**config.mk**
```make
export PLATFORM = sky130hd
export DESIGN_NAME = dmem_arbiter
export DESIGN_NICKNAME = d
export VERILOG_FILES = /design/src/rtl/dmem_arb_pkg.sv /design/src/rtl/rr_arb2.sv /design/src/rtl/dmem_arbiter.sv
export SDC_FILE = /design/constraint.sdc
export NUM_CORES = 1
export LEC_CHECK = 0
export ABC_CLOCK_PERIOD_IN_PS = 2200
export CORE_AREA = 4 4 107 109
export DETAILED_ROUTE_END_ITERATION = 6
export DIE_AREA = 0 0 111 113
export DONT_BUFFER_PORTS = 1
export SYNTH_ARGS = -nofsm -noshare
export SYNTH_HDL_FRONTEND = slang
export SYNTH_SLANG_ARGS = --single-unit
```
**constraint.sdc**
```tcl
create_clock -name clk -period 2.2 [get_ports clk]
set_input_delay 0.33 -clock clk [delete_from_list [all_inputs] [get_ports clk]]
set_output_delay 0.33 -clock clk [all_outputs]
set_load 0.005 [all_outputs]
```
**src/rtl/dmem_arb_pkg.sv**
```systemverilog
// Shared types and widths for the data-RAM arbiter between the core load/store port and the
// external burst requester.
package dmem_arb_pkg;

  localparam int unsigned RAM_AW = 10;
  localparam int unsigned DW     = 32;

  typedef enum logic {ARB, EXT_LOCK} arb_state_t;
  typedef enum logic {GNT_CORE, GNT_EXT} grant_t;

  // One external beat as presented on the x_* port
  typedef struct packed {
    logic          we;
    logic [DW-1:0] addr;
    logic [DW-1:0] wdata;
    logic          last;
  } ext_beat_t;

endpackage

```
**src/rtl/rr_arb2.sv**
```systemverilog
// Two-requester round-robin pick: a lone requester wins, a tie goes opposite to last_grant.
module rr_arb2
  import dmem_arb_pkg::*;
(
  input  logic [1:0] req,
  input  grant_t     last_grant,
  output grant_t     grant
);

  // req[0] = core, req[1] = ext
  always_comb begin
    grant = GNT_CORE;
    if (req == 2'b10) begin
      grant = GNT_EXT;
    end else if (req == 2'b11) begin
      if (last_grant == GNT_EXT) grant = GNT_CORE;
      else                       grant = GNT_EXT;
    end
  end

endmodule

```
**src/rtl/dmem_arbiter.sv**
```systemverilog
// Shares the single-port data RAM between the core load/store port and an external burst
// requester: round-robin per cycle, burst lock with beat limit and idle timeout.
module dmem_arbiter
  import dmem_arb_pkg::*;
#(
  parameter int unsigned MAX_BURST    = 8,
  parameter int unsigned IDLE_TIMEOUT = 4
) (
  input  logic              clk,
  input  logic              reset,
  input  logic [DW-1:0]     c_daddr,
  input  logic [DW-1:0]     c_ddata_w,
  input  logic              c_d_w,
  input  logic              c_d_r,
  output logic [DW-1:0]     c_ddata_r,
  output logic              c_stall,
  input  logic              x_valid,
  output logic              x_ready,
  input  logic              x_we,
  input  logic [DW-1:0]     x_addr,
  input  logic [DW-1:0]     x_wdata,
  input  logic              x_last,
  output logic [DW-1:0]     x_rdata,
  output logic              x_rvalid,
  output logic              x_err,
  output logic              m_wren,
  output logic [RAM_AW-1:0] m_addr,
  output logic [DW-1:0]     m_data_in,
  input  logic [DW-1:0]     m_data_out
);

  localparam int unsigned BW = $clog2(MAX_BURST + 1);
  localparam int unsigned IW = $clog2(IDLE_TIMEOUT + 1);

  arb_state_t    state;
  grant_t        last_grant;
  grant_t        arb_grant;
  logic [BW-1:0] beat_cnt;
  logic [IW-1:0] idle_cnt;
  ext_beat_t     xb;
  logic          core_req;
  logic          core_gnt;
  logic          ext_sel;
  logic          beat;
  logic          misaligned;
  logic          unused_addr_bits;

  assign xb = '{we: x_we, addr: x_addr, wdata: x_wdata, last: x_last};

  // Address bits above the RAM window wrap silently
  assign unused_addr_bits = ^{c_daddr[DW-1:RAM_AW+2], c_daddr[1:0], xb.addr[DW-1:RAM_AW+2]};

  rr_arb2 u_rr (
    .req        ({x_valid, core_req}),
    .last_grant (last_grant),
    .grant      (arb_grant)
  );

  // Grant decode and RAM mux; everything is forced idle while reset is high
  always_comb begin
    core_req   = c_d_r | c_d_w;
    misaligned = (xb.addr[1:0] != 2'b00);
    core_gnt   = 1'b0;
    ext_sel    = 1'b0;
    if (!reset) begin
      if (state == EXT_LOCK) begin
        ext_sel = 1'b1;
      end else if (core_req && (!x_valid || arb_grant == GNT_CORE)) begin
        core_gnt = 1'b1;
      end else if (x_valid) begin
        ext_sel = 1'b1;
      end
    end
    beat      = ext_sel & x_valid;
    x_ready   = ext_sel;
    c_stall   = core_req & ~core_gnt;
    c_ddata_r = m_data_out;
    m_wren    = 1'b0;
    m_addr    = '0;
    m_data_in = '0;
    if (core_gnt) begin
      m_wren    = c_d_w;
      m_addr    = c_daddr[RAM_AW+1:2];
      m_data_in = c_ddata_w;
    end else if (beat) begin
      m_wren    = xb.we & ~misaligned;
      m_addr    = xb.addr[RAM_AW+1:2];
      m_data_in = xb.wdata;
    end
  end

  // Arbitration state, burst/idle counters and the registered ext read-response path
  always_ff @(posedge clk or posedge reset) begin
    if (reset) begin
      state      <= ARB;
      last_grant <= GNT_EXT;
      beat_cnt   <= '0;
      idle_cnt   <= '0;
      x_rdata    <= '0;
      x_rvalid   <= 1'b0;
      x_err      <= 1'b0;
    end else begin
      x_rvalid <= beat & ~xb.we;
      x_err    <= beat & misaligned;
      if (beat && !xb.we) begin
        x_rdata <= misaligned ? '0 : m_data_out;
      end
      unique case (state)
        ARB: begin
          if (core_gnt) begin
            last_grant <= GNT_CORE;
          end else if (beat) begin
            last_grant <= GNT_EXT;
            if (!xb.last && MAX_BURST > 1) begin
              state    <= EXT_LOCK;
              beat_cnt <= BW'(1);
              idle_cnt <= '0;
            end
          end
        end
        EXT_LOCK: begin
          if (beat) begin
            if (xb.last || beat_cnt == BW'(MAX_BURST - 1)) begin
              state      <= ARB;
              last_grant <= GNT_EXT;
              beat_cnt   <= '0;
              idle_cnt   <= '0;
            end else begin
              beat_cnt <= beat_cnt + BW'(1);
              idle_cnt <= '0;
            end
          end else if (idle_cnt == IW'(IDLE_TIMEOUT - 1)) begin
            state      <= ARB;
            last_grant <= GNT_EXT;
            beat_cnt   <= '0;
            idle_cnt   <= '0;
          end else begin
            idle_cnt <= idle_cnt + IW'(1);
          end
        end
        default: state <= ARB;
      endcase
    end
  end

endmodule

```
======== After elaboration in Yosys (flattened, before gate mapping) ========
Cells that the tools add are included.
W data, S select, Z words.
storage, ports and cells
  flip-flop bits (word level) ............. 43
  latch bits .............................. 0
  RAM bits ................................ 0
  ROM bits ................................ 0
  memories kept ........................... 0
cells by class
  add/subtract/negate cells ............... 2
  multipliers ............................. 0
  divide/modulo/power cells ............... 0
  order comparisons ....................... 0
  eq/ne operators ......................... 10
  shift-type cells ........................ 0
  muxes and demuxes ....................... 43
  bitwise operators ....................... 11
  reductions and logical operators ........ 10
operator list
  operator               number
  $mux W32               3
  $mux W4                6
  $mux W1                23
  $mux W10               2
  $mux W3                5
  $pmux W4 S2            1
  $ne A2 B2 Y1 const B   3
  $pmux W3 S2            1
  $reduce_and A3 Y1      2
  $and A1 B1 Y1          5
  $not A1 Y1             5
  $add A4 B1 Y4 const B  1
  $eq A2 B2 Y1 const B   2
  $eq A4 B3 Y1 const B   1
  $pmux W1 S2            2
  $reduce_and A4 Y1      1
  $add A3 B1 Y3 const B  1
  $eq A3 B2 Y1 const B   1
  $ne A3 B1 Y1 const B   1
  $ne A3 B2 Y1 const B   1
  $ne A3 B3 Y1 const B   1
  $logic_and A1 B1 Y1    2
  $logic_not A1 Y1       2
  $logic_or A1 B1 Y1     2
  2 further kinds        2

======== Depth between registers and ports, before layout ========
  depth in word-level cells ............... 14
  mapped depth ............................ 6
  gate-level depth less buffers ........... 5

======== Cells and area by module ========
A second synthesis with hierarchy kept.
second synthesis, totals
  cells, all modules ...................... 291
  area total of the unflattened synthesis .. 2608.8 sq um
modules (own cells, without submodules)
  module        times used  cells each  area each (sq um)  seq. area each (sq um)
  dmem_arbiter  1           290         2597.5             1077.3
  rr_arb2       1           1           11.3               0.0

======== Worst setup path before layout ========
OpenSTA, ideal clock, no wires.
  path kind ............................... flip-flop to output port
  start ................................... register last_grant
  end ..................................... output m_addr[0]
  arrival ................................. 1.360 ns
  required time ........................... 1.870 ns
  path slack .............................. 0.510 ns
  cell stages (with the launch flop) ...... 5
  path buffers ............................ 1
  path through ............................ dfstp_2 inv_1 a211oi_4 buf_2 a22o_1
on the way
  cells in the longest elaborated chain, start to end .. 12
  elaborated cells between the ends (all ways) .. 15
  those cells by class .................... mux (11); bitwise (2); reduce/logical (2)
RTL lines
  element                 line                 RTL
  from (decl)             dmem_arbiter.sv:36   grant_t last_grant;
  from (signal assigned)  dmem_arbiter.sv:96   last_grant <= GNT_EXT;
  from (signal assigned)  dmem_arbiter.sv:111  last_grant <= GNT_CORE;
  from (signal assigned)  dmem_arbiter.sv:113  last_grant <= GNT_EXT;
  $mux W1 *               rr_arb2.sv:16        if (last_grant == GNT_EXT) grant = GNT_CORE;
  $mux W1 *               rr_arb2.sv:15        end else if (req == 2'b11) begin
  $mux W1 *               rr_arb2.sv:13        if (req == 2'b10) begin
  $not A1 Y1 *            dmem_arbiter.sv:68   end else if (core_req && (!x_valid || arb_grant == GNT_CORE)) begin
  $logic_or A1 B1 Y1 *    dmem_arbiter.sv:68
  $logic_and A1 B1 Y1 *   dmem_arbiter.sv:68
  $mux W1                 dmem_arbiter.sv:68
  $mux W1                 dmem_arbiter.sv:66   if (state == EXT_LOCK) begin
  $mux W1                 dmem_arbiter.sv:65   if (!reset) begin
  $and A1 B1 Y1           dmem_arbiter.sv:74   beat = ext_sel & x_valid;
  $mux W10                dmem_arbiter.sv:85   end else if (beat) begin
  $mux W10 *              dmem_arbiter.sv:81   if (core_gnt) begin
  to (decl)               dmem_arbiter.sv:27   output logic [RAM_AW-1:0] m_addr,
Mark *: on every way between the ends. The rest lies on a longest branch, timed or not.

======== Worst setup path after layout ========
  start ................................... register last_grant
  end ..................................... output m_addr[7]
Same word-level chain as after synthesis.

==> results.cfg <==
[synth]
synth-seq-cells = 43
yosysWarnings = 0
synth.avg_cell_area_um2 = 8.84
ys_seq_area_frac = 0.423
netlist_instances = 288
netlist_area_um2 = 2540
syn-num-nets = 457
synth.distinct_cells = 30
synth_ff_type = dfrtp_1
synth_edf_count = 0
async_reset_ff_frac = 1.00

[final_layout]
syn_to_final_growth_pct = 4.52
final_cell_mix = 69 x nand2_1, 43 x a22o_1, 41 x dfrtp_1, 39 x o21ai_0, 7 x nor2_1
final_common_cell = nand2_1
fin_nets = 426
drive_above_1_share = 0.116

[timing]
clock_skew_ns = 0.0106
tightest_slew_ns = 0.556
fin_worst_hold_slack_ns = 0.150
min_period_over_period = 0.960
clock.fmax_mhz = 473
setup_viol = 0
finalSetupTns_ns = 0
fin_crit_ns = 2.11
slew_headroom = 0.629
slew_violations = 0
hold_viol = 0

[floorplan]
io_pins = 278
die_height_um = 113
die-area_um2 = 12500
start_util = 0.240
num_rows = 38
die_x_um = 111
core_um2 = 10600

[place]
io_buffers = 0
gp_congestion = 0.794
dpl.hpwl_mm = 6.10

[clocking]
clk_path_buf_depth = 2
cts_tree = yes
cts_buffers = 5
clock-root-buffer = clkbuf_8
h-tree-depth = 2
clk_latency_ns = 0.30
clock-sinks = 43
cts.reportedPaths.clkPinSlew_ns = 0.09

[power_and_ir_drop]
p_seq_frac = 0.469
p_leak_nw = 1.12
internal-power_mw = 1.49
switchingPower_mw = 0.819
p_comb_frac = 0.305
swShare = 0.355
max-vdd-ir-drop_mv = 0.399
pwr-share-clk = 0.226
powerDensity_nw_per_um2 = 868

[drt]
avgRoutedWirePerCell_um = 19.7
vias = 2000
drt-total-wl_mm = 7.93
drc = 0
via_per_inst = 4.98
first_pass_iters = 4
drt_iter0_markers = 83
antenna_left = 0

[setup_path]
path_common_cell = buf_6
critPathLaunchType = flip-flop
crit_fanout = 10
critPathKind = reg -> out
critPathArrivalTime_ns = 1.78
critical_path_required_ns = 1.87
cp_slowest_cell = dfstp_2
cpPeakStageDelay_ns = 0.55
crit_chain = inv_1 -> a211oi_4 -> buf_6 -> buf_6 -> a22o_1
cp-end-kind = output pin

[grt]
grt_max_degree = 66
grt_pass1_wl_mm = 10.7
grt_usage = 0.111
grt_pass1_vias = 1901
gr-total-overflow = 0
antenna_found_initial = 4

[job]
drv_cap = 0

[run_status]
status = finished clean

[hold_path]
hold_class = in -> reg
## path summary, 6_finish.rpt
check                                   startpoint                 endpoint  slack [ns]  depth (start not counted)
max                         last_grant$_DFFE_PP1P_                m_addr[7]        0.09                          5
min                                 m_data_out[25]  x_rdata[25]$_DFFE_PP0P_        0.15                          2
max reg2reg                 last_grant$_DFFE_PP1P_   x_rdata[0]$_DFFE_PP0P_        0.49                          4
min reg2reg                idle_cnt[2]$_DFFE_PP0P_  idle_cnt[2]$_DFFE_PP0P_        0.51                          1
max in group asynchronous                    reset  x_rdata[15]$_DFFE_PP0P_        1.38                          3
min in group asynchronous                    reset          x_err$_DFF_PP0_        0.35                          2
## final cells by class
class / count / area (um2)
fill: 1149 / 7940
multi-input combinational: 190 / 1130
sequential: 43 / 1080
tap: 140 / 175
timing repair buffer: 13 / 163
clock buffer: 5 / 68.8
clock inverter: 3 / 23.8
inverter: 4 / 15.0
antenna: 4 / 10.0
## registers in the layout (all words and copies together) (netlist names)
register	count
idle_cnt	3
last_grant	1
state	1
x_err	1
beat_cnt	4
x_rdata	32
x_rvalid	1
## worst max-delay path: cells and delay by family (launching register included)
kind / cells / cell delay [ns]
flip-flops: 1 / 0.55
buffers and inverters: 3 / 0.44
AO/OA/AOI/OAI: 2 / 0.50
## repair_timing
item                                    4_1_cts  5_1_grt
gates resized for setup                       2        2
endpoints found under the hold margin        12        0
pin swaps                                     0        1
gates cloned                                  0        3
buffers inserted                              0        3
endpoints found under the setup margin       42       42
hold buffers                                  1        0
## per-layer routing
layer	up-vias	routed length, um	share of wire	GRT usage
met5	-	0	0	0
met4	0	301	0.038	0.0788
met3	14	757	0.096	0.0439
met2	137	4260	0.54	0.194
met1	932	2610	0.33	0.107
li1	917	-	-	-
## Yosys cell counts (2+ instances only)
master,count,area [um2]
a21oi_1,6,30.0
a22o_1,43,377
a32o_1,2,20.0
and3b_1,2,17.5
buf_2,14,70.1
buf_4,32,240
clkbuf_1,5,18.8
dfrtp_1,42,1050
ha_1,2,25.0
inv_1,4,15.0
nand2_1,69,259
nand2b_1,2,12.5
nand3_1,2,10.0
nor2_1,8,30.0
nor3_1,2,10.0
o21ai_0,39,195
## power by group through the flow
| stage | clock (mW) | combinational [mW] | sequential [mW] |
|---|---|---|---|
| finish | 0.522 | 0.704 | 1.08 |
| CTS | 0.556 | 0.611 | 1.10 |
| detailed placement | 0 | 0.608 | 1.12 |
| global route | 0.593 | 0.794 | 1.10 |
| global placement | 0 | 0.590 | 1.11 |
| floorplan | 0 | 0.565 | 1.06 |
## per-stage QoR
| stage | setup WS [ns] | power [mW] | util | cell area, um2 | cells |
|---|---|---|---|---|---|
| after global placement | 0.286 | 1.70 | 0.231 | 2450 | 383 |
| after global routing | -0.00749 | 2.49 | 0.251 | 2660 | 402 |
| after floorplan | 0.510 | 1.62 | - | 2540 | 288 |
| final | 0.0873 | 2.31 | 0.251 | 2660 | 402 |
| after CTS | 0.00605 | 2.27 | 0.241 | 2560 | 392 |
| after detailed placement | 0.250 | 1.72 | 0.231 | 2450 | 383 |
## kinds of logic after synthesis
| group | Yosys count | share of synthesized area |
|---|---|---|
| AO/OA/AOI/OAI | 98 | 0.281 |
| AND/OR/NAND/NOR | 90 | 0.151 |
| buffers and inverters | 55 | 0.135 |
| flip-flops | 43 | 0.423 |
| adder cells (fa/ha/maj) | 2 | 0.00983 |
(Power assumes the default switching activity.)
